$ cat src/rtl/exec_pkg.sv
// Shared encodings for the execute stage: op codes, flag bit positions, FSM states.
package exec_pkg;

  localparam logic [2:0] EXEC_OP_ADD  = 3'd0;
  localparam logic [2:0] EXEC_OP_SUB  = 3'd1;
  localparam logic [2:0] EXEC_OP_AND  = 3'd2;
  localparam logic [2:0] EXEC_OP_OR   = 3'd3;
  localparam logic [2:0] EXEC_OP_XOR  = 3'd4;
  localparam logic [2:0] EXEC_OP_MUL  = 3'd5;
  localparam logic [2:0] EXEC_OP_DIVU = 3'd6;
  localparam logic [2:0] EXEC_OP_PASS = 3'd7;

  localparam int unsigned FLAG_Z = 0;
  localparam int unsigned FLAG_C = 1;
  localparam int unsigned FLAG_N = 2;
  localparam int unsigned FLAG_V = 3;
  localparam int unsigned FLAG_W = 4;

  localparam logic [1:0] ST_IDLE = 2'd0;
  localparam logic [1:0] ST_CALC = 2'd1;
  localparam logic [1:0] ST_DONE = 2'd2;

  function automatic logic is_muldiv(input logic [2:0] op);
    return (op == EXEC_OP_MUL) || (op == EXEC_OP_DIVU);
  endfunction

endpackage

$ cat src/rtl/exec_iter_muldiv.sv
// Iterative unsigned shift-add multiplier / restoring divider, one bit per i_step.
// Result is {hi, lo}: product for multiply, {remainder, quotient} for divide.
module exec_iter_muldiv #(
  parameter int unsigned DATA_WIDTH = 8
) (
  input  logic                      clock,
  input  logic                      reset,
  input  logic                      i_start,
  input  logic                      i_step,
  input  logic                      i_div,
  input  logic [DATA_WIDTH-1:0]     i_a,
  input  logic [DATA_WIDTH-1:0]     i_b,
  output logic                      o_last_c,
  output logic [2*DATA_WIDTH-1:0]   o_result
);

  localparam int unsigned W     = DATA_WIDTH;
  localparam int unsigned CNT_W = (W > 1) ? $clog2(W) : 1;

  logic [W-1:0]     r_hi;
  logic [W-1:0]     r_lo;
  logic [W-1:0]     r_b;
  logic             r_div;
  logic [CNT_W-1:0] r_count;

  logic [W:0]       w_shift;
  logic [W:0]       w_trial;
  logic [W:0]       w_madd;
  logic [W-1:0]     w_hi_nxt;
  logic [W-1:0]     w_lo_nxt;

  // Divide shifts the dividend MSB into the remainder; multiply adds under lo[0].
  assign w_shift = {r_hi, r_lo[W-1]};
  assign w_trial = w_shift - {1'b0, r_b};
  assign w_madd  = {1'b0, r_hi} + {1'b0, r_b & {W{r_lo[0]}}};

  always_comb begin
    w_hi_nxt = r_hi;
    w_lo_nxt = r_lo;
    if (r_div) begin
      if (!w_trial[W]) begin
        w_hi_nxt = w_trial[W-1:0];
        w_lo_nxt = {r_lo[W-2:0], 1'b1};
      end else begin
        w_hi_nxt = w_shift[W-1:0];
        w_lo_nxt = {r_lo[W-2:0], 1'b0};
      end
    end else begin
      {w_hi_nxt, w_lo_nxt} = {w_madd, r_lo[W-1:1]};
    end
  end

  always_ff @(posedge clock or posedge reset) begin
    if (reset) begin
      r_hi    <= '0;
      r_lo    <= '0;
      r_b     <= '0;
      r_div   <= 1'b0;
      r_count <= '0;
    end else if (i_start) begin
      r_hi    <= '0;
      r_lo    <= i_a;
      r_b     <= i_b;
      r_div   <= i_div;
      r_count <= '0;
    end else if (i_step) begin
      r_hi    <= w_hi_nxt;
      r_lo    <= w_lo_nxt;
      r_count <= r_count + CNT_W'(1);
    end
  end

  assign o_last_c = (r_count == CNT_W'(W - 1));
  assign o_result = {r_hi, r_lo};

endmodule

$ cat src/rtl/execute_multicycle.sv
// Execute stage: forwarding mux, single-cycle ALU, valid/ready FSM and flags register.
// Define EXEC_MULDIV_EN to build the iterative multiply/divide unit for ops 5/6.
module execute_multicycle
  import exec_pkg::*;
#(
  parameter int unsigned DATA_WIDTH  = 8,
  parameter int unsigned FWD_SOURCES = 3,
  parameter int unsigned SEL_WIDTH   = $clog2(FWD_SOURCES)
) (
  input  logic                              clock,
  input  logic                              reset,
  input  logic                              in_valid,
  output logic                              in_ready,
  input  logic [2:0]                        op,
  input  logic                              invert_top,
  input  logic [SEL_WIDTH-1:0]              sel_top,
  input  logic [SEL_WIDTH-1:0]              sel_bot,
  input  logic [FWD_SOURCES*DATA_WIDTH-1:0] fwd_top,
  input  logic [FWD_SOURCES*DATA_WIDTH-1:0] fwd_bot,
  output logic                              out_valid,
  input  logic                              out_ready,
  output logic [2*DATA_WIDTH-1:0]           result,
  output logic [FLAG_W-1:0]                 flags_out,
  output logic [FLAG_W-1:0]                 flags_cur,
  output logic                              busy
);

  localparam int unsigned W  = DATA_WIDTH;
  localparam int unsigned W1 = W + 1;

  logic [1:0]          r_state;
  logic [1:0]          w_state_nxt;
  logic                r_out_valid;
  logic [2*W-1:0]      r_result;
  logic [FLAG_W-1:0]   r_flags_out;
  logic [FLAG_W-1:0]   r_flags_cur;
  logic                r_busy;

  logic [W-1:0]        w_top;
  logic [W-1:0]        w_bot;
  logic [W:0]          w_add;
  logic [W:0]          w_sub;
  logic [2*W-1:0]      w_alu_res;
  logic [FLAG_W-1:0]   w_alu_flg;
  logic [2*W-1:0]      w_md_res;
  logic [FLAG_W-1:0]   w_md_flg;
  logic                w_accept;
  logic                w_multi;
  logic                w_last;

  // Out-of-range selects yield zero.
  always_comb begin
    w_top = '0;
    w_bot = '0;
    for (int k = 0; k < FWD_SOURCES; k++) begin
      if (sel_top == SEL_WIDTH'(k)) w_top = fwd_top[k*W +: W];
      if (sel_bot == SEL_WIDTH'(k)) w_bot = fwd_bot[k*W +: W];
    end
    w_top = w_top ^ {W{invert_top}};
  end

  assign w_add = {1'b0, w_top} + {1'b0, w_bot};
  assign w_sub = {1'b0, w_top} + {1'b0, ~w_bot} + W1'(1);

  // Ops 5/6 fall to the default arm only when the iterative unit is absent.
  always_comb begin
    w_alu_res = '0;
    w_alu_flg = '0;
    case (op)
      EXEC_OP_ADD: begin
        w_alu_res[W-1:0]  = w_add[W-1:0];
        w_alu_flg[FLAG_C] = w_add[W];
        w_alu_flg[FLAG_V] = (w_top[W-1] == w_bot[W-1]) && (w_add[W-1] != w_top[W-1]);
      end
      EXEC_OP_SUB: begin
        w_alu_res[W-1:0]  = w_sub[W-1:0];
        w_alu_flg[FLAG_C] = w_sub[W];
        w_alu_flg[FLAG_V] = (w_top[W-1] != w_bot[W-1]) && (w_sub[W-1] != w_top[W-1]);
      end
      EXEC_OP_AND:  w_alu_res[W-1:0] = w_top & w_bot;
      EXEC_OP_OR:   w_alu_res[W-1:0] = w_top | w_bot;
      EXEC_OP_XOR:  w_alu_res[W-1:0] = w_top ^ w_bot;
      EXEC_OP_PASS: w_alu_res = {w_top, w_bot};
      default:      w_alu_flg[FLAG_V] = 1'b1;
    endcase
    w_alu_flg[FLAG_Z] = (w_alu_res[W-1:0] == '0);
    w_alu_flg[FLAG_N] = w_alu_res[W-1];
  end

  assign in_ready = (r_state == ST_IDLE) && (!r_out_valid || out_ready);
  assign w_accept = in_valid && in_ready;

`ifdef EXEC_MULDIV_EN
  logic r_is_div;
  logic r_div_zero;

  assign w_multi = is_muldiv(op);

  always_ff @(posedge clock or posedge reset) begin
    if (reset) begin
      r_is_div   <= 1'b0;
      r_div_zero <= 1'b0;
    end else if (w_accept && w_multi) begin
      r_is_div   <= (op == EXEC_OP_DIVU);
      r_div_zero <= (w_bot == '0);
    end
  end

  exec_iter_muldiv #(
    .DATA_WIDTH (W)
  ) u_iter (
    .clock    (clock),
    .reset    (reset),
    .i_start  (w_accept && w_multi),
    .i_step   (r_state == ST_CALC),
    .i_div    (op == EXEC_OP_DIVU),
    .i_a      (w_top),
    .i_b      (w_bot),
    .o_last_c (w_last),
    .o_result (w_md_res)
  );

  // MUL zero tests the full product; divide-by-zero reports through V.
  always_comb begin
    w_md_flg         = '0;
    w_md_flg[FLAG_N] = w_md_res[W-1];
    if (r_is_div) begin
      w_md_flg[FLAG_Z] = (w_md_res[W-1:0] == '0);
      w_md_flg[FLAG_V] = r_div_zero;
    end else begin
      w_md_flg[FLAG_Z] = (w_md_res == '0);
      w_md_flg[FLAG_V] = |w_md_res[2*W-1:W];
    end
  end
`else
  assign w_multi  = 1'b0;
  assign w_last   = 1'b0;
  assign w_md_res = '0;
  assign w_md_flg = '0;
`endif

  always_comb begin
    w_state_nxt = r_state;
    case (r_state)
      ST_IDLE: if (w_accept && w_multi) w_state_nxt = ST_CALC;
      ST_CALC: if (w_last) w_state_nxt = ST_DONE;
      ST_DONE: w_state_nxt = ST_IDLE;
      default: w_state_nxt = ST_IDLE;
    endcase
  end

  always_ff @(posedge clock or posedge reset) begin
    if (reset) r_state <= ST_IDLE;
    else       r_state <= w_state_nxt;
  end

  // PASS leaves both flag registers untouched.
  always_ff @(posedge clock or posedge reset) begin
    if (reset) begin
      r_out_valid <= 1'b0;
      r_result    <= '0;
      r_flags_out <= '0;
      r_flags_cur <= '0;
      r_busy      <= 1'b0;
    end else begin
      if (w_accept && !w_multi) begin
        r_out_valid <= 1'b1;
        r_result    <= w_alu_res;
        if (op != EXEC_OP_PASS) begin
          r_flags_out <= w_alu_flg;
          r_flags_cur <= w_alu_flg;
        end
      end else if (r_state == ST_DONE) begin
        r_out_valid <= 1'b1;
        r_result    <= w_md_res;
        r_flags_out <= w_md_flg;
        r_flags_cur <= w_md_flg;
      end else if (out_ready) begin
        r_out_valid <= 1'b0;
      end
      r_busy <= (w_state_nxt != ST_IDLE);
    end
  end

  assign out_valid = r_out_valid;
  assign result    = r_result;
  assign flags_out = r_flags_out;
  assign flags_cur = r_flags_cur;
  assign busy      = r_busy;

endmodule
$ cat config.mk
export PLATFORM = sky130hd
export DESIGN_NAME = execute_multicycle
export DESIGN_NICKNAME = d
export VERILOG_FILES = /design/src/rtl/exec_pkg.sv /design/src/rtl/exec_iter_muldiv.sv /design/src/rtl/execute_multicycle.sv
export SDC_FILE = /design/constraint.sdc
export NUM_CORES = 1
export LEC_CHECK = 0
export ABC_AREA = 1
export CAP_MARGIN = 15
export CORE_AREA = 5 5 94 96
export CTS_BUF_LIST = sky130_fd_sc_hd__clkbuf_16
export CTS_CLUSTER_SIZE = 25
export DETAILED_ROUTE_END_ITERATION = 8
export DIE_AREA = 0 0 99 101
export PLACE_DENSITY = 0.61
export SYNTH_ARGS = -nofsm -noshare
export SYNTH_HDL_FRONTEND = slang
export SYNTH_SLANG_ARGS = --single-unit
export TNS_END_PERCENT = 5
$ cat constraint.sdc
create_clock -name clock -period 3.58 [get_ports clock]
set_input_delay 0.537 -clock clock [delete_from_list [all_inputs] [get_ports clock]]
set_output_delay 0.537 -clock clock [all_outputs]
set_load 0.03 [all_outputs]
==> results.sh <==
export IMPL_required_ns=3.77
export IMPL_synth_area_mux_share_pct=0
export IMPL_synthSimpleGateAreaFrac_pct=43.1
export IMPL_synth_nets=521
export IMPL_power_per_cell_area_nw_per_um2=289
export IMPL_grt_usage_pct=16.6
export IMPL_netlist_instances=434
export IMPL_synth_compound_area_share_pct=8.45
export IMPL_via_per_inst=4.71
export IMPL_rsz0062_at_grt="no"
export IMPL_multiInputGateArea_um2=1860
export IMPL_fin_skew_ns=0.00679
export IMPL_outcome="completed"
export IMPL_clock_sinks=23
export IMPL_relSlewSlack_pct=44.6
export IMPL_area_growth_synth_to_final_pct=42.4
export IMPL_yosys_area_share_adder_pct=13.1
export IMPL_finish_net_count=613
export IMPL_cts_path_max_buffers=2
export IMPL_critPathLaunchType="input port"
export IMPL_path_max_fanout=5
export IMPL_synth_seq_cells=23
export IMPL_firstDrtPassIters=5
export IMPL_ios=87
export IMPL_maxCapViolations=0
export IMPL_die_area_um2=10000
export IMPL_final_core_utilization_pct=48.1
export IMPL_antenna_found_initial=0
export IMPL_cp_slowest_stage_delay_ns=0.57
export IMPL_cts_tree="built"
export IMPL_fmax_mhz=311
export IMPL_fp_coreArea_um2=7970
export IMPL_ant_nets=0
export IMPL_drtIter0Drc=172
export IMPL_post_route_period_util_pct=89.9
export IMPL_final_hold_viol_count=0
export IMPL_crit_chain="clkdlybuf4s50_1 > inv_2 > nor2_4 > nand2_1 > nand3_1 > xor2_2 > buf_4 > ha_1 > fa_1 > nor2_1 > nand2_1 > nand2_1 > nand2_1 > nand2_1 > nand2_1 > nand2_1 > nor2_1 > nor2_1 > nand3_1 > nand2_1"
export IMPL_cp_num_buf_inv=3
export IMPL_place_area_um2=3700
export IMPL_dp_hpwl_mm=7.07
export IMPL_ys_types=30
export IMPL_cts_buffers=3
export IMPL_crit_slowest_cell="clkdlybuf4s50_1"
export IMPL_fillers=807
export IMPL_yosysSeqAreaShare_pct=21.4
export IMPL_cts_max_level=1
export IMPL_arrival_ns=3.41
export IMPL_synth_area_leaders="nand2_1 (23%), dfrtp_1 (21%), ha_1 (12%)"
export IMPL_cts_root_buf="clkbuf_16"
export IMPL_dieWidth_um=99
export IMPL_port_buffers=86
export IMPL_tightest_slew_ns=0.830
export IMPL_post_cts_buffers=0
export IMPL_drive_gt1_share_pct=10.7
export IMPL_hold_class="reg -> reg"
export IMPL_synthFlopType="dfrtp_1"
export IMPL_min_period_ns=3.22
export IMPL_worstSetupEndpointType="flop"
export IMPL_drc=0
export IMPL_synth_top_family_by_area="simple AND/OR/NAND/NOR gates"
export IMPL_rows=33
export IMPL_tns_ns=0
export IMPL_ctsResizeCount=0
export IMPL_avgRoutedWirePerCell_um=12.9
export IMPL_path_common_cell="nand2_1"
export IMPL_setup_slack_ns=0.360
export IMPL_final_area_um2=3830
export IMPL_ys_warn_count=0
export IMPL_diodes=0
export IMPL_fp_dieH_um=101
export IMPL_yosysTopAreaCell="nand2_1"
export IMPL_clkTransAtPathRegs_ns=0.06
export IMPL_synth_cell_area_um2=2690
export IMPL_ir_drop_mv=0.133
export IMPL_worstSetupPathType="in -> reg"
export IMPL_cp_top_family="simple AND/OR/NAND/NOR gates"
export IMPL_pre_cts_slack_ns=0.0168
export IMPL_grt_start_max_net_pins=24
export IMPL_synth_xor_area_share_pct=2.60
export IMPL_grt_pass1_vias=2859
export IMPL_start_util_pct=33.8
export IMPL_setup_viol=0
export IMPL_grt_overflow=0
export IMPL_seqCellArea_um2=576
export IMPL_async_reset_ff_share_pct=100
export IMPL_synth_edf_count=0
export IMPL_clkLatencyLatePin_ns=0.26
export IMPL_syn_avg_cell_area_um2=6.21
export IMPL_yosysTopAreaCellShare_pct=23.0
export IMPL_place_gp_congestion=0.860
export IMPL_slew_violations=0
export IMPL_wirelength_mm=8.16
export IMPL_dp_cells=626
export IMPL_fin_cells=630
export IMPL_cts_hold_buf=0
export IMPL_leakage_nw=1.96
export IMPL_vias=2967
export IMPL_grt_pass1_wl_mm=13.5
[worst paths after layout]
check | endpoint | slack (ns) | from | depth (start not counted)
worst max-delay path | flags_cur[0]$_DFFE_PP0P_ | 0.36 | sel_top[1] | 20
worst min-delay path | r_state[0]$_DFF_PP0_ | 0.45 | r_state[1]$_DFF_PP0_ | 1
worst max register to register | result[12]$_DFFE_PP0P_ | 2.11 | r_state[1]$_DFF_PP0_ | 6
worst min register to register | r_state[0]$_DFF_PP0_ | 0.45 | r_state[1]$_DFF_PP0_ | 1
max in group asynchronous | flags_cur[1]$_DFFE_PP0P_ | 2.31 | reset | 2
min in group asynchronous | r_state[0]$_DFF_PP0_ | 0.75 | reset | 2
[layout by cell type (no fill, tap or decap), types with 9 or more instances in the layout]
master | synthesis | final
buf_4 | 7 | 12
o21ai_1 | 16 | 16
a21oi_1 | 9 | 9
inv_2 | 14 | 14
clkdlybuf4s50_1 | 0 | 85
dfrtp_1 | 23 | 23
nor2_1 | 31 | 28
nand2_1 | 165 | 165
inv_1 | 48 | 48
ha_1 | 25 | 25
nand3_1 | 44 | 44
[logic make-up (layout without fill, tap and decap cells)]
family / count (synthesis) / after routing
simple gates: 262 / 262
buf+inv: 73 / 164
compound gates: 40 / 40
fa+ha+maj: 27 / 27
flops: 23 / 23
xor+xnor: 8 / 8
other cells: 1 / 1
[registers in the layout (all words and copies together), names as in the netlist]
name	cells
flags_cur	4
out_valid	1
r_state	2
result	16
[layout make-up]
cell class	count	area share, %
inverter	62	6.07
clock buffer	3	1.96
tap	105	3.43
clock inverter	1	0.196
timing repair buffer	98	24.9
sequential	23	15.0
multi-input combinational	338	48.5
[cells in the mapped netlist, types with 4 or more instances]
cell type,number
xor2_1,8
o21ai_1,16
inv_1,48
nand3_2,4
buf_4,7
a21oi_1,9
dfrtp_1,23
nor2_1,31
nand2_1,165
o21ai_0,6
inv_2,14
nand3_1,44
ha_1,25
[stage by stage]
| stage | hold WS, ns | total power [W] |
|---|---|---|
| 2_1_floorplan | 0.425 | 0.000654 |
| 4_1_cts | 0.452 | 0.00111 |
| 6_report | 0.452 | 0.00111 |
| 3_5_place_dp | 0.443 | 0.000863 |
| 3_3_place_gp | 0.436 | 0.000856 |
| 5_1_grt | 0.470 | 0.00120 |
[power breakdown]
part	total, W	internal, W	leakage, nW	switching [W]
combinational	0.000584	0.000239	1.61	0.000345
clock	0.000244	0.000151	0.0371	0.0000929
sequential	0.000281	0.000272	0.312	0.00000818
[per-layer routing]
metal	global-route usage, %	vias up	share of wire [%]
met2	29.6	98	49
met3	1.59	8	5.4
met5	0	-	0
met4	4.52	0	1.6
met1	21.3	1321	44
li1	-	1540	-
Power figures use the tool's default switching activity.
==> edit 1 (config.mk and constraints unchanged) <==
Change the parameter `FWD_SOURCES` from 3 to 5.
--- a/src/rtl/execute_multicycle.sv
+++ b/src/rtl/execute_multicycle.sv
@@ -5,5 +5,5 @@
 #(
   parameter int unsigned DATA_WIDTH  = 8,
-  parameter int unsigned FWD_SOURCES = 3,
+  parameter int unsigned FWD_SOURCES = 5,
   parameter int unsigned SEL_WIDTH   = $clog2(FWD_SOURCES)
 ) (
Interface: changed (resized fwd_bot, fwd_top, sel_bot and sel_top); port bits go from 87 to 121. No check against the original RTL was run, so the function may have changed too.
==> edit 1 against the unedited design <==
First-iteration DRC count is 42% higher. Synthesized area rose by 13%. Sequential cell count stayed put. Setup slack lost 190 ps. Total power rose by 16%. Final area increased by 26%. Clock skew shrank 0.51 ps. Count of clock-buffer cells in the layout stayed put. Wire length up 43%. Highest routed layer unchanged.
==> edit 1: results (changes against the unedited design) <==
* Outcome: complete, no violations
* WL per Instance at 15.3 um (+18%)
* CTS clk-pin slew, worst paths at 60 ps (about the same)
* FF-to-FF Start: out_valid
* Post-Syn Nets at 618 (+19%)
* CTS Root Cell: clkbuf_16
* FFs w/ async S/R, synth at 100% (unchanged)
* Final #Nets at 778 (+27%)
* Share of layout cells above drive strength 1 at 13.9% (+3.2 points)
* Worst hold margin at 447 ps (-5.00 ps)
* Critical Path AT at 3610 ps (+200 ps)
* Max FFs per register at 16 (unchanged)
* Worst hold endpoint: r_state[0]
* Synth top cells by count: nand2_1, inv_1, nand3_1
* Port Buf Inserts at 120 (+40%)
* Synth cell types at 35 (+17%)
* Clk_skew at 6.28 ps (-0.514 ps)
* Largest net degree at the start of global routing at 24 (unchanged)
* Largest delay contributor family on the critical path: simple AND/OR/NAND/NOR gates
* Initial antenna violation count at 0 (unchanged)
* Worst hold start: r_state[1]
* VDD IR-drop max at 0.172 mV (+30%)
* Clock sink count at 23 (unchanged)
* R2R cell count at 7 (+1)
* HPWL after detailed placement at 9770 um (+38%)
* Vias per cell at 5.08 (+7.8%)
* Worst path slowest cell: clkdlybuf4s50_1
* Drt initial violations at 245 (+42%)
* Hold Crit Depth at 1 (unchanged)
* Number of global-route vias before repair at 3633 (+27%)
* Comb power frac at 59.7% (+7.0 points)
* First drt pass iteration count at 5 (unchanged)
* Switching part of the total power at 39.6% (-0.59 points)
* Ys flop type: dfrtp_1
* Clock tree buffer depth at 2 (unchanged)
* Rel. slew slack at 43.9% (-0.66 points)
* Worst-path maximum fanout at 5 (unchanged)
* Total GRT Usage at 22.0% (+5.4 points)
* Synth top area cells: dfrtp_1, nand2_1, ha_1
* FF-to-FF End: result[3]
* Max incr delay on CP at 500 ps (-70 ps)
* Leakage power at 0.00240 uW (+23%)
* Post-synthesis sequential area ratio at 18.9% (-2.4 points)
* First-pass GRT wire length at 17900 um (+33%)
* GPL Wtd Cong at 0.956 (+11%)
* Reg-to-reg slack, setup at 1950 ps (-160 ps)
* Clock Power Share at 18.3% (-3.7 points)
* Number of H-tree levels at 1 (unchanged)
[edit 1: metal layers]
metal / GRT usage, % / part of all wire (%) / up-vias
li1: - / - / 1953
met3: 1.66 / 5.3 / 16
met1: 30.0 / 45 / 1765
met2: 38.2 / 48 / 130
met5: 0 / 0 / -
met4: 4.62 / 2.1 / 0
[edit 1: area by class of cell]
class | instances | area (um2)
clock buffer | 3 | 75.1
multi-input combinational | 384 | 2160
sequential | 23 | 576
clock inverter | 1 | 5.00
fill | 790 | 3150
inverter | 76 | 285
timing repair buffer | 169 | 1590
tap | 105 | 131
[edit 1: kinds of logic (layout without fill, tap and decap cells)]
group | Yosys count | after routing | share of synthesized area [%]
AND/OR/NAND/NOR | 288 | 288 | 44.1
buffers and inverters | 90 | 249 | 12.3
AO/OA/AOI/OAI | 66 | 66 | 12.4
adder cells (fa/ha/maj) | 27 | 27 | 11.6
flip-flops | 23 | 23 | 18.9
XOR/XNOR | 2 | 2 | 0.576
other | 1 | 1 | 0.123
[edit 1: stage by stage]
step           worst slack, ps  power (uW)  cell area [um2]  instances
2_1_floorplan              519         682             3040        497
3_3_place_gp              -189        1010             4640        754
3_5_place_dp              -182        1020             4640        754
4_1_cts                   46.2        1260             4720        758
5_1_grt                  -39.4        1380             4820        761
6_report                   168        1290             4820        761
[edit 1: worst max-delay path by stage]
stage | from | to | cells past startpoint
2_1_floorplan | sel_top[0] | flags_cur[0] | 19
3_3_place_gp | sel_top[0] | flags_cur[0] | 18
3_5_place_dp | sel_top[0] | flags_cur[0] | 18
4_1_cts | sel_top[0] | flags_cur[0] | 18
5_1_grt | sel_top[1] | flags_cur[0] | 19
6_report | sel_top[1] | flags_cur[0] | 19
[edit 1: repair_timing]
action	CTS	global route
setup buffers	0	3
gates resized for setup	0	17
setup endpoints to repair	0	9
==> edit 2 (same settings) <==
Made on the original files. Put one more register stage on the output `flags_out`, with the module's reset. The value now appears one clock later. The other outputs are not delayed to match.
--- a/src/rtl/execute_multicycle.sv
+++ b/src/rtl/execute_multicycle.sv
@@ -185,5 +185,11 @@
   assign out_valid = r_out_valid;
   assign result    = r_result;
-  assign flags_out = r_flags_out;
+  always_ff @(posedge clock or posedge reset) begin
+    if (reset) begin
+      flags_out <= '0;
+    end else begin
+      flags_out <= r_flags_out;
+    end
+  end
   assign flags_cur = r_flags_cur;
   assign busy      = r_busy;
Formal check against the unedited RTL: not equivalent (a bounded check fails within 4 cycles, from zero or initial values and one cycle with reset high).
==> edit 2 against the unedited design <==
Synthesized area up 1.2%. Sequential cell count is 4 higher. Wire length increased by 5.3%. Global-route usage increased by 1.3 points. Setup slack improved by 20 ps. Final area up 2.2%. Via count grew 2.7%. Sequential power increased by 17%. Clock skew decreased by 3.6 ps. Total power up 7.2%. Clock power is 3% higher. Non-clock buffer count up 4.
==> edit 2: results (changes against the unedited design) <==
* Outcome: complete, no violations
* Clock-net power at 252 uW (+3%)
* VDD IR-drop max at 0.170 mV (+28%)
* GR Layer Usage met1 at 22.6% (+1.3 points)
* Post-synthesis compound-gate area fraction at 8.12% (-0.33 points)
* GPL Wtd Cong at 0.918 (+6.8%)
* Leakage power at 0.00201 uW (+2.8%)
* Final #Nets at 623 (+1.6%)
* Switching part of the total power at 39.1% (-1.2 points)
* Insertion delay to the later sink of the worst-skew pair at 260 ps (about the same)
* Met2 GRT Util at 31.0% (+1.3 points)
* WL met2 at 4090 um (+2.3%)
* FF-to-FF Start: out_valid
* Clk_skew at 3.21 ps (-3.58 ps)
* Met3 Usage GRT at 2.49% (+0.90 points)
* CTS Buf Count at 3 (unchanged)
* Wl on met1 at 3690 um (+2.9%)
* Reg-to-reg slack, setup at 1780 ps (-330 ps)
* FF-to-FF End: result[5]
* Max incr delay on CP at 480 ps (-90 ps)
* Number of global-route vias before repair at 3108 (+8.7%)
* CTS Root Cell: clkbuf_16
* Largest net degree at the start of global routing at 28 (+17%)
* Adder-cell share of the synthesized area at 12.9% (-0.16 points)
* R2R cell count at 8 (+2)
* Comb power frac at 51.1% (-1.6 points)
* Met3 WL at 600 um (+36%)
* Worst-path maximum fanout at 7 (+2)
* Post-Syn Nets at 520 (-0.19%)
* Worst Max-Slew Pin Slew at 676 ps (-154 ps)
* Total GRT Usage at 17.9% (+1.3 points)
* First-pass GRT wire length at 14500 um (+7.9%)
* Max frequency at 312 MHz (+0.61%)
* Synth top area cells: dfrtp_1, nand2_1, ha_1
* Xor and xnor area share after synthesis at 2.25% (-0.35 points)
* Vias per cell at 4.76 (+1.1%)
* Worst slack, placed at 99.7 ps (+82.9 ps)
* Share of layout cells above drive strength 1 at 7.85% (-2.8 points)
* Post-synthesis sequential area ratio at 24.8% (+3.4 points)
## edit 2: changes by cell type after synthesis, sizes merged, moves of 2 or more
cell / unedited run / this run
nor3: 4 / 2
a22o: 3 / 5
nor2: 36 / 40
o21ai: 22 / 19
or2: 2 / 6
nand2: 165 / 148
a21oi: 12 / 9
and2: 0 / 2
dfrtp: 23 / 27
o211ai: 0 / 2
buf: 10 / 4
nand3: 50 / 62
inv: 62 / 64
## edit 2: cell families (layout without fill, tap and decap cells)
kind of cell | count (synthesis) | in the layout
AO/OA/AOI/OAI | 37 | 37
XOR/XNOR | 7 | 7
adder cells (fa/ha/maj) | 27 | 27
buffers and inverters | 68 | 170
flip-flops | 27 | 27
other | 1 | 1
AND/OR/NAND/NOR | 266 | 266
## edit 2: stage by stage
| step | cells | hold slack, ps | utilization (%) | power [uW] |
|---|---|---|---|---|
| floorplan | 433 | 443 | - | 694 |
| global placement | 635 | 388 | 47.8 | 932 |
| detailed placement | 635 | 399 | 47.8 | 937 |
| CTS | 639 | 413 | 48.8 | 1190 |
| global route | 640 | 425 | 49.2 | 1280 |
| finish | 640 | 410 | 49.2 | 1190 |
## edit 2: how the worst min path moves through the flow
| stage | startpoint | endpoint | depth (start not counted) |
|---|---|---|---|
| after floorplan | r_state[1] | r_state[0] | 1 |
| after global placement | flags_cur[2] | flags_out[2] | 0 |
| after detailed placement | flags_cur[0] | flags_out[0] | 0 |
| after CTS | flags_cur[0] | flags_out[0] | 0 |
| after global routing | flags_cur[2] | flags_out[2] | 0 |
| final | flags_cur[2] | flags_out[2] | 0 |
## edit 2: area by class of cell
type                    instances  area, um2
clock buffers                   3       75.1
multi-input cells             338       1790
well taps                     105        131
repair buffers                102       1000
flip-flops and latches         27        676
fillers                       827       4050
inverters                      64        240
clock inverters                 1       5.00
